## src/rtl/dma_arb_pkg.sv

```systemverilog
// Shared definitions for the DMA issue arbiter: the reserved "no transfer"
// ID and the skip-zero increment used for both issued and completed IDs.
package dma_arb_pkg;

  localparam int unsigned ID_MAX_WIDTH = 32;
  localparam logic [ID_MAX_WIDTH-1:0] ID_NONE = '0;

  // Increment an ID of the given width; the largest value wraps to 1 so that
  // ID_NONE is never handed out. Supports widths up to ID_MAX_WIDTH.
  function automatic logic [31:0] next_id(input logic [31:0] id, input int unsigned width);
    logic [32:0] top_id;
    top_id = (33'd1 << width) - 33'd1;
    if ({1'b0, id} >= top_id) begin
      return 32'd1;
    end
    return id + 32'd1;
  endfunction

endpackage

```

## src/rtl/dma_arb_rr.sv

```systemverilog
// Combinational round-robin picker: first set request at or above the
// pointer, wrapping around. Produces a one-hot grant and its index.
module dma_arb_rr #(
  parameter int unsigned NUM_REQ = 4,
  parameter int unsigned IDX_W   = $clog2(NUM_REQ)
) (
  input  logic [NUM_REQ-1:0] req_i,
  input  logic [IDX_W-1:0]   ptr_i,
  output logic [NUM_REQ-1:0] gnt_o,
  output logic [IDX_W-1:0]   idx_o,
  output logic               valid_o
);

  // Scan NUM_REQ positions starting at the pointer; the first hit wins.
  always_comb begin
    int cand;
    cand    = 0;
    gnt_o   = '0;
    idx_o   = '0;
    valid_o = 1'b0;
    for (int off = 0; off < int'(NUM_REQ); off++) begin
      cand = (int'(ptr_i) + off) % int'(NUM_REQ);
      if (!valid_o && req_i[IDX_W'(cand)]) begin
        valid_o             = 1'b1;
        gnt_o[IDX_W'(cand)] = 1'b1;
        idx_o               = IDX_W'(cand);
      end
    end
  end

endmodule

```

## src/rtl/fifo_v3.sv

```systemverilog
// Local copy of the common-cells fifo_v3 interface (the subset this block
// uses): synchronous FIFO, registered storage, data_o shows the head entry.
// usage_o wraps to 0 when the FIFO is exactly full, as in the original.
module fifo_v3 #(
  parameter int unsigned DATA_WIDTH = 32,
  parameter int unsigned DEPTH      = 8,
  parameter int unsigned ADDR_DEPTH = (DEPTH > 1) ? $clog2(DEPTH) : 1
) (
  input  logic                  clk_i,
  input  logic                  rst_ni,
  input  logic                  flush_i,
  output logic                  full_o,
  output logic                  empty_o,
  output logic [ADDR_DEPTH-1:0] usage_o,
  input  logic [DATA_WIDTH-1:0] data_i,
  input  logic                  push_i,
  output logic [DATA_WIDTH-1:0] data_o,
  input  logic                  pop_i
);

  logic [DATA_WIDTH-1:0] mem_q [DEPTH];
  logic [ADDR_DEPTH-1:0] rd_ptr_q, wr_ptr_q;
  logic [ADDR_DEPTH:0]   cnt_q;
  logic                  push_ok, pop_ok;

  assign full_o  = (cnt_q == (ADDR_DEPTH+1)'(DEPTH));
  assign empty_o = (cnt_q == '0);
  assign usage_o = cnt_q[ADDR_DEPTH-1:0];
  assign data_o  = mem_q[rd_ptr_q];
  assign push_ok = push_i & ~full_o;
  assign pop_ok  = pop_i & ~empty_o;

  // Pointer and occupancy bookkeeping.
  always_ff @(posedge clk_i or negedge rst_ni) begin
    if (!rst_ni) begin
      rd_ptr_q <= '0;
      wr_ptr_q <= '0;
      cnt_q    <= '0;
    end else if (flush_i) begin
      rd_ptr_q <= '0;
      wr_ptr_q <= '0;
      cnt_q    <= '0;
    end else begin
      if (push_ok) begin
        wr_ptr_q <= (wr_ptr_q == ADDR_DEPTH'(DEPTH-1)) ? '0 : wr_ptr_q + 1'b1;
      end
      if (pop_ok) begin
        rd_ptr_q <= (rd_ptr_q == ADDR_DEPTH'(DEPTH-1)) ? '0 : rd_ptr_q + 1'b1;
      end
      if (push_ok && !pop_ok) begin
        cnt_q <= cnt_q + 1'b1;
      end else if (pop_ok && !push_ok) begin
        cnt_q <= cnt_q - 1'b1;
      end
    end
  end

  // Storage array; contents are don't-care until written, so no reset.
  always_ff @(posedge clk_i) begin
    if (push_ok) begin
      mem_q[wr_ptr_q] <= data_i;
    end
  end

endmodule

```

## src/rtl/dma_issue_arbiter.sv

```systemverilog
// Shares one DMA backend and its transfer-ID space between NUM_REQ
// requesters. Round-robin issue stamped with a running ID, in-flight limit
// of MAX_OUTSTANDING, in-order completions routed back via a tracker FIFO.
// Optional feature: define DMA_ARB_PRIO_EN to add prio_i; when any valid
// requester has prio set, arbitration is restricted to that subset (the RR
// pointer is shared between both subsets).
module dma_issue_arbiter
  import dma_arb_pkg::*;
#(
  parameter int unsigned NUM_REQ         = 4,
  parameter int unsigned ID_WIDTH        = 16,
  parameter int unsigned MAX_OUTSTANDING = 8
) (
  input  logic                                 clk_i,
  input  logic                                 rst_ni,
  input  logic [NUM_REQ-1:0]                   req_valid_i,
`ifdef DMA_ARB_PRIO_EN
  input  logic [NUM_REQ-1:0]                   prio_i,
`endif
  output logic [NUM_REQ-1:0]                   req_ready_o,
  output logic [ID_WIDTH-1:0]                  req_id_o,
  output logic                                 be_valid_o,
  input  logic                                 be_ready_i,
  output logic [$clog2(NUM_REQ)-1:0]           be_src_o,
  input  logic                                 be_done_i,
  output logic                                 done_valid_o,
  output logic [$clog2(NUM_REQ)-1:0]           done_src_o,
  output logic [ID_WIDTH-1:0]                  done_id_o,
  output logic [ID_WIDTH-1:0]                  next_id_o,
  output logic [ID_WIDTH-1:0]                  completed_id_o,
  output logic [$clog2(MAX_OUTSTANDING+1)-1:0] outstanding_o,
  output logic                                 idle_o
);

  localparam int unsigned SRC_W   = $clog2(NUM_REQ);
  localparam int unsigned OUT_W   = $clog2(MAX_OUTSTANDING + 1);
  localparam int unsigned FIFO_AW = (MAX_OUTSTANDING > 1) ? $clog2(MAX_OUTSTANDING) : 1;

  logic [SRC_W-1:0]    rr_ptr_q;
  logic [ID_WIDTH-1:0] next_id_q, completed_id_q, done_id_q;
  logic [OUT_W-1:0]    outstanding_q;
  logic                done_valid_q;
  logic [SRC_W-1:0]    done_src_q;

  logic [NUM_REQ-1:0]  eff_req, grant;
  logic [SRC_W-1:0]    grant_idx, fifo_head;
  logic                grant_valid, full, issue, retire;
  logic                fifo_full, fifo_empty;
  logic [FIFO_AW-1:0]  fifo_usage;

`ifdef DMA_ARB_PRIO_EN
  assign eff_req = (|(req_valid_i & prio_i)) ? (req_valid_i & prio_i) : req_valid_i;
`else
  assign eff_req = req_valid_i;
`endif

  dma_arb_rr #(
    .NUM_REQ (NUM_REQ),
    .IDX_W   (SRC_W)
  ) u_rr (
    .req_i   (eff_req),
    .ptr_i   (rr_ptr_q),
    .gnt_o   (grant),
    .idx_o   (grant_idx),
    .valid_o (grant_valid)
  );

  // A retire in the same cycle does not open a slot until the next cycle.
  assign full        = (outstanding_q == OUT_W'(MAX_OUTSTANDING));
  assign be_valid_o  = grant_valid & ~full;
  assign be_src_o    = grant_idx;
  assign issue       = be_valid_o & be_ready_i;
  assign req_ready_o = issue ? grant : '0;
  assign req_id_o    = next_id_q;
  assign retire      = be_done_i & ~fifo_empty;

  fifo_v3 #(
    .DATA_WIDTH (SRC_W),
    .DEPTH      (MAX_OUTSTANDING),
    .ADDR_DEPTH (FIFO_AW)
  ) u_tracker (
    .clk_i   (clk_i),
    .rst_ni  (rst_ni),
    .flush_i (1'b0),
    .full_o  (fifo_full),
    .empty_o (fifo_empty),
    .usage_o (fifo_usage),
    .data_i  (grant_idx),
    .push_i  (issue),
    .data_o  (fifo_head),
    .pop_i   (retire)
  );

  // ID counters, RR pointer, in-flight count and the completion pulse.
  always_ff @(posedge clk_i or negedge rst_ni) begin
    if (!rst_ni) begin
      rr_ptr_q       <= '0;
      next_id_q      <= ID_WIDTH'(1);
      completed_id_q <= ID_WIDTH'(ID_NONE);
      outstanding_q  <= '0;
      done_valid_q   <= 1'b0;
      done_src_q     <= '0;
      done_id_q      <= ID_WIDTH'(ID_NONE);
    end else begin
      done_valid_q <= retire;
      if (issue) begin
        next_id_q <= ID_WIDTH'(next_id(32'(next_id_q), ID_WIDTH));
        rr_ptr_q  <= (grant_idx == SRC_W'(NUM_REQ - 1)) ? '0 : grant_idx + 1'b1;
      end
      if (retire) begin
        completed_id_q <= ID_WIDTH'(next_id(32'(completed_id_q), ID_WIDTH));
        done_id_q      <= ID_WIDTH'(next_id(32'(completed_id_q), ID_WIDTH));
        done_src_q     <= fifo_head;
      end
      if (issue && !retire) begin
        outstanding_q <= outstanding_q + 1'b1;
      end else if (retire && !issue) begin
        outstanding_q <= outstanding_q - 1'b1;
      end
    end
  end

  assign done_valid_o   = done_valid_q;
  assign done_src_o     = done_src_q;
  assign done_id_o      = done_id_q;
  assign next_id_o      = next_id_q;
  assign completed_id_o = completed_id_q;
  assign outstanding_o  = outstanding_q;
  assign idle_o         = (outstanding_q == '0);

`ifndef SYNTHESIS
  // Completions with nothing in flight are dropped; flag them, and keep the
  // tracker consistent with the in-flight counter.
  always_ff @(posedge clk_i) begin
    if (rst_ni) begin
      assert (!(be_done_i && fifo_empty))
        else $error("dma_issue_arbiter: be_done_i with no transfer in flight");
      assert (fifo_full == full)
        else $error("dma_issue_arbiter: tracker full flag out of step");
      assert (fifo_full || (fifo_usage == FIFO_AW'(outstanding_q)))
        else $error("dma_issue_arbiter: tracker occupancy out of step");
    end
  end
`endif

endmodule

```

## config.mk

```make
export PLATFORM = sky130hd
export DESIGN_NAME = dma_issue_arbiter
export DESIGN_NICKNAME = d
export VERILOG_FILES = /design/src/rtl/dma_arb_pkg.sv /design/src/rtl/dma_arb_rr.sv /design/src/rtl/fifo_v3.sv /design/src/rtl/dma_issue_arbiter.sv
export SDC_FILE = /design/constraint.sdc
export NUM_CORES = 1
export LEC_CHECK = 0
export CAP_MARGIN = 10
export CORE_MARGIN = 2
export CORE_UTILIZATION = 40
export DETAILED_ROUTE_END_ITERATION = 10
export MAX_ROUTING_LAYER = met4
export PLACE_DENSITY_LB_ADDON = 0.2
export SLEW_MARGIN = 10
export SYNTH_ARGS = -nofsm -noshare
export SYNTH_HDL_FRONTEND = slang
export SYNTH_SLANG_ARGS = --single-unit
```

## constraint.sdc

```tcl
create_clock -name clk_i -period 3.2 [get_ports clk_i]
set_input_delay 0.32 -clock clk_i [delete_from_list [all_inputs] [get_ports clk_i]]
set_output_delay 0.32 -clock clk_i [all_outputs]
set_load 0.01 [all_outputs]
```

======== Word level (Yosys, flattened, before mapping) ========
Memory sizes are Yosys's and may differ from the RTL's. A register that Yosys moved wholly into a read port is not among the register bits.
Index checks and enable logic that the tools add are counted.
word-level totals
  ROM bits ................................ 0
  bits in registers ....................... 49
  output and inout bits ................... 79
  logic and storage cells ................. 120
  input bits .............................. 8
  RAM bits ................................ 16
  memories ................................ 1
  latch bits .............................. 0
cells by class
  multiplexer cells ....................... 50
  $lt $le $gt $ge ......................... 10
  equal/unequal tests ..................... 5
  add/sub/neg operators ................... 12
  shift-type cells ........................ 0
  div/mod/pow operators ................... 0
  $mul .................................... 0
  reductions and logical operators ........ 23
  bitwise gates (word level) .............. 11
memory list
  memory           words  bits a word  rd ports  clocked after Yosys merged registers in  write ports  RTL line       RTL
  u_tracker.mem_q  8      2            1         1                                        1            fifo_v3.sv:21  logic [DATA_WIDTH-1:0] mem_q [DEPTH];
operators by type and width
  operator                                             number
  two-way mux 16 bit                                   4
  two-way mux 4 bit                                    9
  adder 16 x 1 -> 16 bit, second input constant        2
  >= comparator 16 bit, second input constant          2
  two-way mux 1 bit                                    22
  < comparator 2 x 4 -> 1 bit, second input constant   4
  bitwise OR 4 bit                                     3
  logical AND 1 bit                                    11
  two-way mux 2 bit                                    5
  adder 4 x 1 -> 4 bit, second input constant          2
  binary-select mux 1 bit (select 2 bit)               4
  demux 1 bit (select 2 bit)                           4
  == test 4 bit, second input constant                 2
  >= comparator 2 x 1 -> 1 bit, second input constant  4
  logical NOT 1 bit                                    8
  logical NOT 4 bit                                    2
  subtractor 4 x 1 -> 4 bit, second input constant     2
  adder 3 x 1 -> 3 bit, second input constant          2
  == test 3 bit, second input constant                 2
  two-way mux 3 bit                                    2
  AND 1 bit                                            5
  adder 2 x 1 -> 2 bit, second input constant          2
  adder 2 bit, second input constant                   2
  nonzero test 2 bit                                   2
  2 further kinds                                      4

======== Longest topological paths before layout ========
Gate-level depths: netlist of the first run.
  depth in word-level cells ............... 20
  depth in mapped cells ................... 14
  gate-level depth less buffers ........... 13

======== Hierarchy ========
From an unflattened synthesis of the first run, not the netlist that was laid out.
second synthesis, totals
  cell total of the unflattened synthesis .. 411
  area, all modules ....................... 4264.1 um2
modules (own cells, without submodules)
  module             area each (um2)  cells each  times used  seq. area each (um2)
  dma_issue_arbiter  2377.3           243         1           1027.2
  fifo_v3            1355.0           106         1           730.7
  dma_arb_rr         531.8            62          1           0.0

======== Least setup slack after synthesis of the first run ========
OpenSTA, ideal clock, no wires.
  path kind ............................... flip-flop to output port
  from .................................... reg rr_ptr_q[1]
  to ...................................... out req_ready_o[3]
  buffers on the path ..................... 2
  data arrival time ....................... 2.461 ns
  stages on the path, launching flop included .. 10
  required time ........................... 2.880 ns
  slack ................................... 0.419 ns
  cell sequence ........................... dfrtp_1 > buf_2 > inv_1 > ha_1 > clkbuf_1 > mux4_2 > nor2b_4 > o211a_1 > a21oi_1 > a221oi_1
between the ends
  longest elaborated chain between the ends .. 16
  elaborated cells on any way between the ends .. 55
  classes of those cells .................. 3 x add/sub; 8 x order compare; 29 x mux; 5 x bitwise; 10 x reduce/logical
RTL lines
  what                                                                  RTL line                  RTL
  from (decl)                                                           dma_issue_arbiter.sv:39   logic [SRC_W-1:0] rr_ptr_q;
  from (signal assigned)                                                dma_issue_arbiter.sv:108  rr_ptr_q <= (grant_idx == SRC_W'(NUM_REQ - 1)) ? '0 : grant_idx + 1'b1;
  branches (longest 15 deep; another with < comparator 2 x 4 -> 1 bit)  n/a
  two-way mux 4 bit (*)                                                 dma_issue_arbiter.sv:73   assign req_ready_o = issue ? grant : '0;
  to (decl)                                                             dma_issue_arbiter.sv:20   output logic [NUM_REQ-1:0] req_ready_o,
Every way passes the cells marked *. The select of a mux whose other input is x is not followed.

==> results by group, run 1 <==
Yosys
  • Most common cell in the netlist: dfrtp_1
  • FF+latch count, synth: 67
  • Mapped Cells: ~380
  • Unique masters post-synth: 61
  • FFs w/ async S/R, synth: 0.7612
  • Synth warn: 0
  • Sequential area share after synthesis: 0.4354
  • Synth Area in Compound Gates: 0.08956
  • Syn_nets: 413
  • Yosys top cell area share: 0.3099
  • Main combinational cell family by area after synthesis: simple AND/OR/NAND/NOR gates
  • Most common flop cell mapped by yosys: dfrtp_1
  • EDFF count, synth: 16
  • Cell area after synthesis: approximately 4000 um2
  • Synth area leaders: dfrtp_1, edfxtp_1, ha_1
  • Synth Area in Adders: 0.07189
  • Commonest cells in the netlist: dfrtp_1, nand2_1, buf_4
  • Simple-Gate Fraction of Synth Area: 0.1816
  • Xor/xnor share of the synthesized area: 0.07809
  • Multiplexer share of the synthesized area: 0.05888
  • Leading area contributor after synthesis: dfrtp_1
  • Avg Inst Size Synth: 10.54 um2

Cells and area
  • Final instance count without filler cells: approximately 600
  • Fill cell count: 903
  • # diodes: 0
  • Share of cells above drive strength 1: 0.1285
  • Final nets: 484
  • Synth-to-layout area growth: 26.99%

Pwr
  • PD cells: around 850 nW/um2
  • Maximum VDD drop: slightly above 500 uV
  • Pleak: around 0.0021 uW

Detailed routing
  • DR pass1 iterations: 4
  • DRT Wirelength: ~8.2 mm
  • Starting DRT DRC Count: approximately 120
  • Wire length per cell: between 10 and 15 um
  • Final ANT Viol Nets: 0
  • DR vias/cell: approximately 5.1
  • Vias: 3005
  • Post-route DRC: 0

Worst setup path
  • Critical path endpoint category: output port
  • Cell family with most CP delay: buffers and inverters
  • CP startpoint kind: flop
  • Max Fanout on Critical Path: 7
  • Crit Path Class: flop to output port
  • Data arrival, critical path: 2.68 ns
  • Buffer and inverter count on the worst path: 2
  • Slowest stage delay, CP: between 0.5 and 0.6 ns
  • Critical-path cell list: inv_1 > ha_1 > mux4_2 > nor2b_4 > a221o_1 > o21ai_0 > a21oi_1 > clkdlybuf4s50_1
  • CP required: 2.88 ns
  • CP max-delay cell: clkdlybuf4s50_1

Die
  • Die Height: 104.5 um
  • Full die area: roughly 11000 um2
  • Die X: about 100 um
  • Initial Util: 0.4131
  • Core ar.: 9774 um2
  • Row count: 36
  • # IOs: 87

STA
  • Tightest Pin Transition: 0.7623 ns
  • F_max: between 0.3 and 0.4 GHz
  • Setup TNS: 0 ns
  • Period utilisation layout: 0.9382
  • Final Hold Fails: 0
  • RSZ-0062 raised after global routing: no
  • Worst rel slew slack: 0.4918
  • Layout Skew: roughly 0.0076 ns
  • Finish-stage setup viols: 0
  • Crit path time final: 3.002 ns
  • Max-slew violation count: 0

GRT
  • Initial antenna violation count: 0
  • GRT Resource Usage Total: 0.1528
  • GRT overflow: 0
  • Vias in the first global route: 2753
  • First-pass GRT wire length: 13.32 mm
  • Pin count of the biggest net entering global routing: 35

Clock network
  • CTS Sinks: 67
  • Htree depth: 3
  • CTS tree: yes
  • Inserted Clock Buffers: 9
  • Max clock buf depth: 2
  • Clk root buf: clkbuf_8
  • Clk slew on worst S/H paths: 0.07 ns
  • Clk_lat worst skew: between 0.3 and 0.4 ns
  • Hold_buf cts: 0

Placement
  • Port bufs: 86
  • DPL Wire Length: 5.979 mm
  • Placed Instances: 576
  • Final GP Congestion: 0.8363

Run status
  • Status: completed

Min path
  • Worst min path class: input port to async pin

Flow run
  • Max-cap viol count: 0
==> path summary, 6_finish.rpt <==
check,from,endpoint,slack (ns),depth (start not counted)
worst max-delay path,flop,req_ready_o[0],0.20,8
worst min-delay path,rst_ni,done_id_o[12]$_DFFE_PN0P_,0.06,1
worst max register to register,outstanding_o[0]$_DFFE_PN0P_,u_tracker.cnt_q[3]$_DFFE_PN0P_,0.46,13
worst min register to register,done_src_o[1]$_DFFE_PN0P_,done_src_o[1]$_DFFE_PN0P_,0.48,2
max in group asynchronous,rst_ni,next_id_o[0]$_DFFE_PN1P_,2.35,2
min in group clk_i,done_src_o[1]$_DFFE_PN0P_,done_src_o[1]$_DFFE_PN0P_,0.48,2
==> layout make-up <==
cell class	count	area (um2)	area share
clock inverters	5	57.56	0.01122
multi-input cells	261	1947	0.3797
flip-flops and latches	67	1759	0.3431
inverters	11	41.29	0.008053
well taps	133	166.4	0.03245
clock buffers	11	162.7	0.03172
repair buffers	104	993.5	0.1938
==> cell usage in the layout, fill, tap and decap left out, drive strengths merged, types with 3 or more instances in the layout <==
cell type      Yosys  layout
mux2i              8       8
nand3             13      13
xnor2             23      23
nand4             11      11
xor2              13      13
nor2              29      29
and3               4       4
nand2             35      35
clkbuf             5      11
o21ai             19      19
buf               39      19
nor2b              3       3
edfxtp            16      16
clkdlybuf4s50      0      84
nand2b             5       5
nor3              10      10
mux4               6       6
nor4               5       5
ha                20      20
a21o               4       4
dfrtp             50      50
nor3b              4       4
a21oi             11      11
inv               11      12
o211ai             3       3
==> power by group <==
group / leakage (uW) / switching, uW / internal (uW) / total [uW]
sequential: 0.000795 / 334 / 1170 / 1500
combinational: 0.00122 / 973 / 1120 / 2090
clock: 0.000111 / 324 / 429 / 753
==> flip-flops by register name (all words and copies together), names as in the netlist, named ones only <==
signal and flops:
u_tracker.rd_ptr_q 3, rr_ptr_q 1, outstanding_o 4, u_tracker.wr_ptr_q 3, next_id_o 16, done_src_o 2
u_tracker.mem_q 16, done_id_o 16, u_tracker.cnt_q 4, done_valid_o 1
==> stage by stage <==
| stage | setup WS (ns) | total power (uW) | hold WS, ns | instance area, um2 | util |
|---|---|---|---|---|---|
| 3_3_place_gp | 0.2457 | 3555 | 0.4403 | 4895 | 0.5008 |
| 5_1_grt | 0.03065 | 4664 | 0.1021 | 5127 | 0.5246 |
| 2_1_floorplan | 0.4186 | 2800 | 0.02441 | 4038 | - |
| 3_5_place_dp | 0.2168 | 3616 | 0.4416 | 4895 | 0.5008 |
| 6_report | 0.1978 | 4343 | 0.05789 | 5127 | 0.5246 |
| 4_1_cts | 0.03559 | 4394 | 0.07276 | 5116 | 0.5234 |
==> worst reg2reg max path, delay by kind of cell, from the launching register on <==
kind / cells / cell delay [ns]
adders and majority gates: 2 / 0.44
buffers and inverters: 3 / 0.24
AOI/OAI and AO/OA: 2 / 0.34
xor gates and xnor gates: 2 / 0.27
and+or+nand+nor: 4 / 0.87
DFF: 1 / 0.48
==> logic make-up (layout without fill, tap and decap cells) <==
family | after synthesis | count (layout)
fa+ha+maj | 22 | 22
simple gates | 134 | 134
buf+inv | 55 | 131
compound gates | 53 | 53
xor+xnor | 36 | 36
flops | 67 | 67
mux | 16 | 16
==> per-layer routing <==
metal | wire, um | global-route usage | share of wire | vias to the layer above
met3 | 315 | 0.02569 | 0.039 | 7
met5 | 0 | - | 0 | -
met2 | 3905 | 0.2302 | 0.48 | 67
li1 | - | - | - | 1464
met1 | 3863 | 0.2082 | 0.47 | 1467
met4 | 97 | 0.05502 | 0.012 | 0
==> timing repair <==
item,4_1_cts,5_1_grt
buffers inserted,0,0
resized for setup,1,4
pin swaps,0,0
endpoints found under the setup margin,1,3
(Power assumes the default switching activity.)
==> run 2: changes to the inputs <==
- REMOVE_ABC_BUFFERS: default -> 1
==> run 2 against run 1 <==
Against the previous run: critical path depth is 1 lower; sequential power hardly changed; critical endpoint is now req_ready_o[3]; global-route usage increased by 1.0 points.
==> results by group, run 2 (synthesis results as in run 1) <==
Run status
  • Status: completed

Clock network
  • CTS tree: yes
  • Clk_lat worst skew: 0.34 ns (about the same)
  • CTS Sinks: 67 (unchanged)
  • Htree depth: 3 (unchanged)
  • Clk slew on worst S/H paths: 0.08 ns (about the same)
  • Max clock buf depth: 2 (unchanged)
  • Inserted Clock Buffers: 9 (unchanged)
  • Clk root buf: clkbuf_8

GRT
  • Vias in the first global route: 2955 (+7.3%)
  • Pin count of the biggest net entering global routing: 39 (+11%)
  • GRT overflow: 0 (unchanged)
  • Initial antenna violation count: 0 (unchanged)
  • GRT Resource Usage Total: 0.1633 (+0.01049)
  • First-pass GRT wire length: 14.17 mm (+6.4%)

Placement
  • Final GP Congestion: 0.8188 (-2.1%)
  • Placed Instances: 578 (+0.35%)
  • Place WS: 0.1120 ns (-0.1048 ns)
  • Port bufs: 86 (unchanged)
  • DPL Wire Length: 6.100 mm (+2.0%)

STA
  • Period utilisation layout: 0.9440 (+0.005810)
  • Layout Skew: 0.008008 ns (+0.0003609 ns)
  • Setup TNS: 0 ns (unchanged)
  • Setup WS post-layout: 0.1792 ns (-0.01859 ns)
  • Max-slew violation count: 0 (unchanged)
  • Final Hold Fails: 0 (unchanged)
  • Tightest Pin Transition: 0.8657 ns (+0.1034 ns)
  • Crit path time final: 3.021 ns (+0.01859 ns)
  • RSZ-0062 raised after global routing: no
  • Finish-stage setup viols: 0 (unchanged)
  • F_max: 0.3310 GHz (-0.62%)
  • Worst rel slew slack: 0.4229 (-0.06892)

Detailed routing
  • Wire length per cell: 13.97 um (+1.1%)
  • DR vias/cell: 5.027 (-0.97%)
  • Final ANT Viol Nets: 0 (unchanged)
  • Vias: 2991 (-0.47%)
  • DRT Wirelength: 8.314 mm (+1.6%)
  • Starting DRT DRC Count: 148 (+24%)
  • Post-route DRC: 0 (unchanged)
  • DR pass1 iterations: 4 (unchanged)

Pwr
  • Pleak: 0.002130 uW (+0.11%)
  • Maximum VDD drop: 451.0 uV (-10%)
  • PD cells: 854.7 nW/um2 (+0.91%)

Flow run
  • Max-cap viol count: 0 (unchanged)

Cells and area
  • Most frequent cells in the layout: clkdlybuf4s50_1, dfrtp_1, nand2_1
  • Synth-to-layout area growth: 27.77%
  • Share of cells above drive strength 1: 0.1320 (+0.003494)
  • Final instance count without filler cells: 595 (+0.51%)
  • # diodes: 0 (unchanged)
  • Most common cell after layout, fill and taps aside: clkdlybuf4s50_1
  • Final core area utilization: 0.5278 (+0.003200)
  • Final nets: 487 (+0.62%)

Die
  • Initial Util: 0.4131 (unchanged)
  • Row count: 36 (unchanged)
  • Core ar.: 9774 um2 (unchanged)
  • # IOs: 87 (unchanged)
  • Full die area: 10910 um2 (unchanged)
  • Die Height: 104.5 um (unchanged)
  • Die X: 104.5 um (unchanged)

Worst setup path
  • CP startpoint kind: flop
  • Crit Path Class: flop to output port
  • R2R setup slack: 0.50 ns (+0.04 ns)
  • Data arrival, critical path: 2.70 ns (+0.02 ns)
  • CP required: 2.88 ns (about the same)
  • FF-to-FF End: u_tracker.cnt_q[3]$_DFFE_PN0P_
  • FF-to-FF Start: outstanding_o[1]$_DFFE_PN0P_
  • Max Fanout on Critical Path: 12 (+5)
  • Worst R2R Path Depth: 13 (unchanged)
  • Critical path endpoint category: output port

Min path
  • Worst min path class: input port to async pin
[run 2: metrics by stage]
stage	instance area, um2	hold WS, ns	power [uW]
after CTS	5141	0.1143	4440
final	5159	0.08412	4409
after global routing	5159	0.1415	4777
after detailed placement	4910	0.4853	3615
after global placement	4910	0.4620	3563
after floorplan	3737	0.02441	2673
[run 2: critical path, stage by stage (launching register included)]
cell             delay (ns)
dfrtp_1                0.37
buf_4                  0.20
mux4_2                 0.57
nor2b_4                0.18
o211a_1                0.15
a21oi_1                0.04
a221oi_1               0.27
clkdlybuf4s50_1        0.58
[run 2: what timing repair did]
action,4_1_cts,5_1_grt
buffers inserted,1,0
resized for setup,1,2
pin swaps,0,0
hold buffers,0,0
setup endpoints to repair,2,4
[run 2: how the worst max path moves through the flow]
| stage | slack (ns) | end |
|---|---|---|
| global route | 0.001 | req_ready_o[2] |
| finish | 0.18 | req_ready_o[3] |
| CTS | 0.07 | req_ready_o[0] |
| floorplan | 0.28 | u_tracker.cnt_q[3]$_DFFE_PN0P_ |
| detailed placement | 0.11 | u_tracker.cnt_q[3]$_DFFE_PN0P_ |
| global placement | 0.13 | u_tracker.cnt_q[3]$_DFFE_PN0P_ |
[run 2: power by group]
part	switching [uW]	internal, uW	leakage, uW
sequential	323	1160	0.000796
combinational	986	1150	0.00122
clock	344	444	0.000114
[run 2: layer usage]
layer	track usage	vias up	share of wire
met1	0.2153	1440	0.47
met4	0.05116	0	0.015
met5	-	-	0
met2	0.2442	71	0.48
li1	-	1470	-
met3	0.04637	10	0.039
[run 2: cell type report]
class | count | area (um2)
Inverter | 11 | 41.29
Clock buffer | 9 | 123.9
Tap cell | 133 | 166.4
Sequential cell | 67 | 1758
Clock inverter | 7 | 100.1
Timing Repair Buffer | 107 | 1013
Fill cell | 874 | 4616
Multi-Input combinational cell | 261 | 1956
